==> src/rtl/imem_loader.sv <==
// imem_loader: assembles a little-endian byte stream into 32-bit words and
// writes them into the fetch-stage instruction memory, holding the core in
// reset until a complete image has been loaded.
// Ports: clk/rst (sync, active-high); start/len_words load request;
//        s_valid/s_data/s_ready byte stream; mem_we/mem_waddr/mem_wdata
//        memory write port; core_hold, busy, done (pulse), err (pulse).
module imem_loader #(
  parameter int DEPTH_WORDS = 8,
  parameter int WADDR_W     = $clog2(DEPTH_WORDS),
  parameter int TIMEOUT     = 1024,
  parameter bit BOOT_VALID  = 1'b1
) (
  input  logic               clk,
  input  logic               rst,
  input  logic               start,
  input  logic [WADDR_W:0]   len_words,
  input  logic               s_valid,
  input  logic [7:0]         s_data,
  output logic               s_ready,
  output logic               mem_we,
  output logic [WADDR_W-1:0] mem_waddr,
  output logic [31:0]        mem_wdata,
  output logic               core_hold,
  output logic               busy,
  output logic               done,
  output logic               err
);

  localparam int TMO_W = (TIMEOUT > 2) ? $clog2(TIMEOUT) : 1;

  typedef enum logic [2:0] {
    IDLE  = 3'd0,
    RECV  = 3'd1,
    WRITE = 3'd2,
    DONE  = 3'd3,
    ABORT = 3'd4
  } state_t;

  state_t             state, state_n;
  logic [WADDR_W:0]   len_q;
  logic [WADDR_W-1:0] word_cnt;
  logic [1:0]         byte_cnt;
  logic [TMO_W-1:0]   tmo_cnt;
  logic [31:0]        word_q;
  logic               image_valid, image_valid_n;
  logic               core_hold_q;
  logic               done_q, err_q;

  logic hs;
  logic len_ok;
  logic last_word;
  logic tmo_hit;

  assign hs        = s_valid && (state == RECV);
  assign len_ok    = (len_words != '0) &&
                     (len_words <= (WADDR_W+1)'(DEPTH_WORDS));
  assign last_word = ({1'b0, word_cnt} == (len_q - {{WADDR_W{1'b0}}, 1'b1}));
  assign tmo_hit   = (tmo_cnt == TMO_W'(TIMEOUT - 1));

  // Next-state and next-flag logic.
  always_comb begin
    state_n       = state;
    image_valid_n = image_valid;
    case (state)
      IDLE: begin
        if (start && len_ok) begin
          state_n = RECV;
        end
      end
      RECV: begin
        // A handshake always wins over the timeout threshold.
        if (hs) begin
          if (byte_cnt == 2'd3) state_n = WRITE;
        end else if (tmo_hit) begin
          state_n = ABORT;
        end
      end
      WRITE: begin
        state_n = last_word ? DONE : RECV;
      end
      DONE:    state_n = IDLE;
      ABORT:   state_n = IDLE;
      default: state_n = IDLE;
    endcase

    if (state == IDLE && state_n == RECV) begin
      image_valid_n = 1'b0;
    end else if (state_n == DONE) begin
      image_valid_n = 1'b1;
    end
  end

  always_ff @(posedge clk) begin
    if (rst) begin
      state       <= IDLE;
      len_q       <= '0;
      word_cnt    <= '0;
      byte_cnt    <= '0;
      tmo_cnt     <= '0;
      word_q      <= '0;
      image_valid <= BOOT_VALID;
      core_hold_q <= ~BOOT_VALID;
      done_q      <= 1'b0;
      err_q       <= 1'b0;
    end else begin
      state       <= state_n;
      image_valid <= image_valid_n;
      // Hold is computed from next-state values so the output is a plain
      // flop and cannot glitch on state-encoding transitions.
      core_hold_q <= (state_n != IDLE) || !image_valid_n;
      done_q      <= (state_n == DONE);
      err_q       <= (state_n == ABORT) || (state == IDLE && start && !len_ok);

      case (state)
        IDLE: begin
          if (start && len_ok) begin
            len_q    <= len_words;
            word_cnt <= '0;
            byte_cnt <= '0;
            tmo_cnt  <= '0;
          end
        end
        RECV: begin
          if (hs) begin
            word_q[{byte_cnt, 3'b000} +: 8] <= s_data;
            byte_cnt <= byte_cnt + 2'd1;
            tmo_cnt  <= '0;
          end else begin
            tmo_cnt  <= tmo_cnt + {{(TMO_W-1){1'b0}}, 1'b1};
          end
        end
        WRITE: begin
          if (!last_word) begin
            word_cnt <= word_cnt + {{(WADDR_W-1){1'b0}}, 1'b1};
          end
        end
        default: ;
      endcase
    end
  end

  assign s_ready   = (state == RECV);
  assign mem_we    = (state == WRITE);
  assign mem_waddr = (state == WRITE) ? word_cnt : '0;
  assign mem_wdata = (state == WRITE) ? word_q : '0;
  assign busy      = (state != IDLE);
  assign core_hold = core_hold_q;
  assign done      = done_q;
  assign err       = err_q;

endmodule

==> config.mk <==
export PLATFORM = sky130hd
export DESIGN_NAME = imem_loader
export DESIGN_NICKNAME = d
export VERILOG_FILES = /design/src/rtl/imem_loader.sv
export SDC_FILE = /design/constraint.sdc
export NUM_CORES = 1
export LEC_CHECK = 0
export ABC_AREA = 1
export CAP_MARGIN = 30
export CORE_UTILIZATION = 55
export CTS_CLUSTER_SIZE = 8
export DETAILED_ROUTE_END_ITERATION = 6
export PLACE_DENSITY = 0.9
export SETUP_SLACK_MARGIN = 0.1
export SLEW_MARGIN = 20
export SYNTH_ARGS = -nofsm -noshare
export SYNTH_HDL_FRONTEND = slang
export SYNTH_SLANG_ARGS = --single-unit
==> constraint.sdc <==
create_clock -name clk -period 4.4 [get_ports clk]
set_input_delay 1.1 -clock clk [delete_from_list [all_inputs] [get_ports clk]]
set_output_delay 1.1 -clock clk [all_outputs]
set_load 0.02 [all_outputs]
# Word-level counts from Yosys, hierarchy flattened
# Index checks and enable logic that the tools add are counted.
# Widths: inputs -> output; s select.
dict set report word_totals {
  output_inout_bits 41
  inputBits 16
  wordCells 70
  register_bits 58
}
dict set report classes {
  addsub 5
  n_eq_ne 11
  shifts 2
  n_reduce_logical 21
  order_cmp 1
  muxes 20
}
# cell n
set ops {}
lappend ops {{$bwmux 32} 1}
lappend ops {{$mux 32} 1}
lappend ops {{$shift 8x7->32 const A} 1}
lappend ops {{$shiftx 8x7->32} 1}
lappend ops {{$mux 3} 7}
lappend ops {{$mux 10} 2}
lappend ops {{$pmux 10 s2} 1}
lappend ops {{$add 10x1->10 const B} 1}
lappend ops {{$eq 10x10->1 const B} 1}
lappend ops {{$pmux 3 s3} 1}
lappend ops {{$neg 5->7} 1}
lappend ops {{$eq 3x1->1 const B} 2}
lappend ops {{$eq 3x2->1 const B} 2}
lappend ops {{$logic_and 1x1->1} 6}
lappend ops {{$mux 2} 3}
lappend ops {{$pmux 3 s2} 1}
lappend ops {{$reduce_and 2->1} 3}
lappend ops {{$reduce_and 3->1} 2}
lappend ops {{$reduce_bool 3->1} 2}
lappend ops {{$eq 3x4->1} 1}
lappend ops {{$le 4x4->1 const B} 1}
lappend ops {{$ne 2x1->1 const B} 2}
lappend ops {{$pmux 2 s2} 1}
lappend ops {{$reduce_bool 2->1} 2}
lappend ops {{11 further kinds} 14}

# Logic depth before layout (Yosys ltp)
dict set report depth {
  word_depth 10
  depth_mapped 13
  ltp_nobuf 13
}

# Worst setup path before layout
# OpenSTA, ideal clock, no wires.
dict set report synth_timing {
  kind {register -> output}
  from {register state[0]}
  to {output port mem_wdata[10]}
  stages_incl_launch_ff 7
  setup_slack_ps 1921
  path_buffers 1
  arrival_ps 1379
  required_ps 3300
  cell_sequence {dfxtp_1 inv_1 nand2_1 nor2_2 inv_2 buf_1 nor2_1}
}
dict set report synth_via {
  elab_chain_cells 2
}
# element line_no
set synth_rtl {}
lappend synth_rtl {{start, declared} 39} ;# state_t state, state_n;
lappend synth_rtl {{start signal, assigned} 106} ;# state <= state_n;
lappend synth_rtl {{$eq 3x2->1} -}
lappend synth_rtl {{via mem_we} 20} ;# output logic mem_we,
lappend synth_rtl {{$mux 32} 145} ;# assign mem_wdata = (state == WRITE) ? word_q : '0;
lappend synth_rtl {{end, declared} 22} ;# output logic [31:0] mem_wdata,
# The timed path passes the listed nets, and every way through them passes these cells.

# Final worst setup path
dict set report layout_timing {
  from {register state[0]}
  to {output port mem_wdata[21]}
}
dict set report layout_via {
  elab_chain_cells 2
}
# element line_no
set layout_rtl {}
lappend layout_rtl {{$eq 3x2->1} 145}
lappend layout_rtl {{$mux 32} 145}
# No other way between the ends.

==> results.yml <==
outcome:
  status: "complete, no violations"
detailed_routing:
  dr.pass1.iters: 5
  wirelength_um: 7330
  drc: 0
  vias: 3030
  wire_per_inst_um: 12.9
  final_antenna_net_count: 0
  drt-initial-drc-count: 274
  vias_per_cell: 5.35
setup_path:
  slowest_delay_ns: 0.64
  rrSetupSlack_ns: 2.41
  critical_path.startpoint: "state[0]"
  worstPathCellList: "inv_1 > nand2_1 > nor2_2 > inv_2 > nor2_1 > clkdlybuf4s50_1"
  cp_slowest_cell: "clkdlybuf4s50_1"
  timing.rr.start: "byte_cnt[0]"
  endpoint_kind: "output port"
  cp_max_fo: 37
  required_ns: 3.30
  worstPathArrival_ns: 2.15
  worstSetupPathType: "register to output port"
  critPathLaunchType: "register"
global_routing:
  grt_usage: 0.275
  antenna_found_initial: 0
  grt_pass1_wl_um: 11800
  overflow: 0
  grt_pass1_vias: 2669
  grt_max_degree: 41
timing:
  slew_viol_final: 0
  period_share: 0.739
  worst_pin_slew_ns: 0.590
  maxSlewHeadroom: 0.606
  setup_viol: 0
  tns_ns: 0
  hold_viol: 0
  final.min_clock_period_ns: 3.25
  rsz0062_at_grt: "false"
  fmax_mhz: 308
  fin_skew_ns: 0.00821
synth:
  ys_top_cells_by_area: "dfxtp_1 (39%), nor2_1 (9.9%), inv_1 (9.4%)"
  avgSynthCellArea_um2: 6.77
  synth_top_area_share: 0.391
  yosys.area.top_type: "dfxtp_1"
  ys_ff_latch: 58
  synthCells: 438
  yosysWarningCount: 0
  synth.distinct_cells: 29
  synthesis.nets: 463
  yosysSeqAreaShare: 0.391
  synthesis.area_um2: 2970
placement:
  portBuffers: 56
  postPlaceCellArea_um2: 3550
  hpwl_um: 5010
  place_congestion: 0.902
floorplan:
  initial_core_util: 0.577
  die_x_um: 75.4
  fp.dieArea_um2: 5690
  ios: 57
  num_rows: 26
  coreArea_um2: 5140
  die_h_um: 75.4
cts:
  clk_pin_slew_ns: 0.07
  cts_setup_buffers: 0
  cts-root-buf: "clkbuf_8"
  cts_sinks: 58
  clk_latency_ns: 0.34
  cts_max_path_buffers: 2
  cts_resized: 0
  ctsHoldBuffers: 0
  htreeDepth: 3
  cts_tree: "done"
  numCtsBuffers: 9
power:
  worst_ir_drop_vdd_mv: 0.227
  leakagePower_uw: 0.00140
  power_density_nw_per_um2: 307
final_layout:
  fillCellCount: 417
  design_area_um2: 3760
  syn_to_final_growth_pct: 26.7
  nets: 516
  num_antenna_cells: 0
  multi_input_area_um2: 1440
  drive_gt1_frac: 0.0726
  seq_area_um2: 1160
flow_run:
  maxCapViolCount: 0
hold_path:
  hold_start: "word_q[14]"
  hp-class: "register to register"
==> cell families (layout without fill, tap and decap cells) <==
kind of cell,after synthesis,after routing,share of synthesized area
simple gates,175,175,0.255
flops,58,58,0.391
buf+inv,93,151,0.124
compound gates,101,101,0.186
fa+ha+maj,9,9,0.0380
xor+xnor,2,2,0.00591
==> final cells by class <==
| cell class | instances | area share |
|---|---|---|
| sequential | 58 | 0.309 |
| clock inverter | 2 | 0.00266 |
| clock buffer | 14 | 0.0459 |
| timing repair buffer | 58 | 0.158 |
| inverter | 77 | 0.0782 |
| multi-input combinational | 287 | 0.382 |
| tap | 70 | 0.0233 |
==> registers in the layout (all words and copies together), names as in the netlist <==
signal / cells
image_valid: 1
tmo_cnt: 10
word_cnt: 3
len_q: 4
core_hold: 1
done: 1
err: 1
word_q: 32
state: 3
byte_cnt: 2
==> critical path: cells and delay by family, from the launching register on <==
family	cells	cell delay [ns]
and+or+nand+nor	3	0.47
DFF	1	0.34
buffers and inverters	3	0.99
==> cells in the final DEF (no fill, tap or decap) <==
cell type,instances
nand2_1,55
a211oi_1,2
clkbuf_1,2
clkinv_2,2
a211oi_2,5
clkdlybuf4s50_1,56
nor2_1,78
o21ai_0,41
buf_16,1
inv_4,2
nor2_4,1
ha_1,9
a21oi_1,51
nand3_1,22
inv_2,1
nor2_2,2
inv_1,74
nand2_4,3
or2_2,1
nand3_2,2
nor3_1,4
nand4_1,2
nor4_1,1
or2_0,1
dfxtp_1,58
a31oi_1,1
o22ai_1,1
buf_4,1
clkbuf_8,12
nand2_2,3
xnor2_1,2
==> synth_stat cells, drive strengths merged <==
cell and count:
nor2 81, inv 77, nand2 61, dfxtp 58, a21oi 51, o21ai 41, nand3 24, buf 9
ha 9, a211oi 7, clkbuf 7, nor3 4, nand4 2, or2 2, xnor2 2, a31oi 1
nor4 1, o22ai 1
==> worst paths after layout <==
path	cells past startpoint	endpoint
min	2	word_q[14]
max reg2reg	7	word_q[5]
min reg2reg	2	word_q[14]
max	6	mem_wdata[21]
==> power breakdown <==
| part | internal [uW] | leakage (uW) | switching (uW) |
|---|---|---|---|
| sequential | 540 | 0.000470 | 9.66 |
| combinational | 52.4 | 0.000838 | 94.7 |
| clock | 249 | 0.0000965 | 207 |
| total | 841 | 0.00140 | 311 |
==> metrics by stage <==
| step | hold WS, ns | std cells | power (uW) | utilization | setup slack (ns) |
|---|---|---|---|---|---|
| after floorplan | 0.430 | 438 | 655 | - | 1.92 |
| after global placement | 0.442 | 549 | 696 | 0.690 | 1.41 |
| after detailed placement | 0.444 | 549 | 700 | 0.690 | 1.40 |
| after CTS | 0.454 | 565 | 1150 | 0.726 | 1.18 |
| after global routing | 0.476 | 566 | 1190 | 0.731 | 1.06 |
| final | 0.451 | 566 | 1150 | 0.731 | 1.15 |
==> per-layer routing <==
metal  GRT usage  routed length [um]
met1       0.325                3120
met2       0.477                3620
met4       0.154                 208
met5           0                   0
met3      0.0450                 379
(Power assumes the default switching activity.)
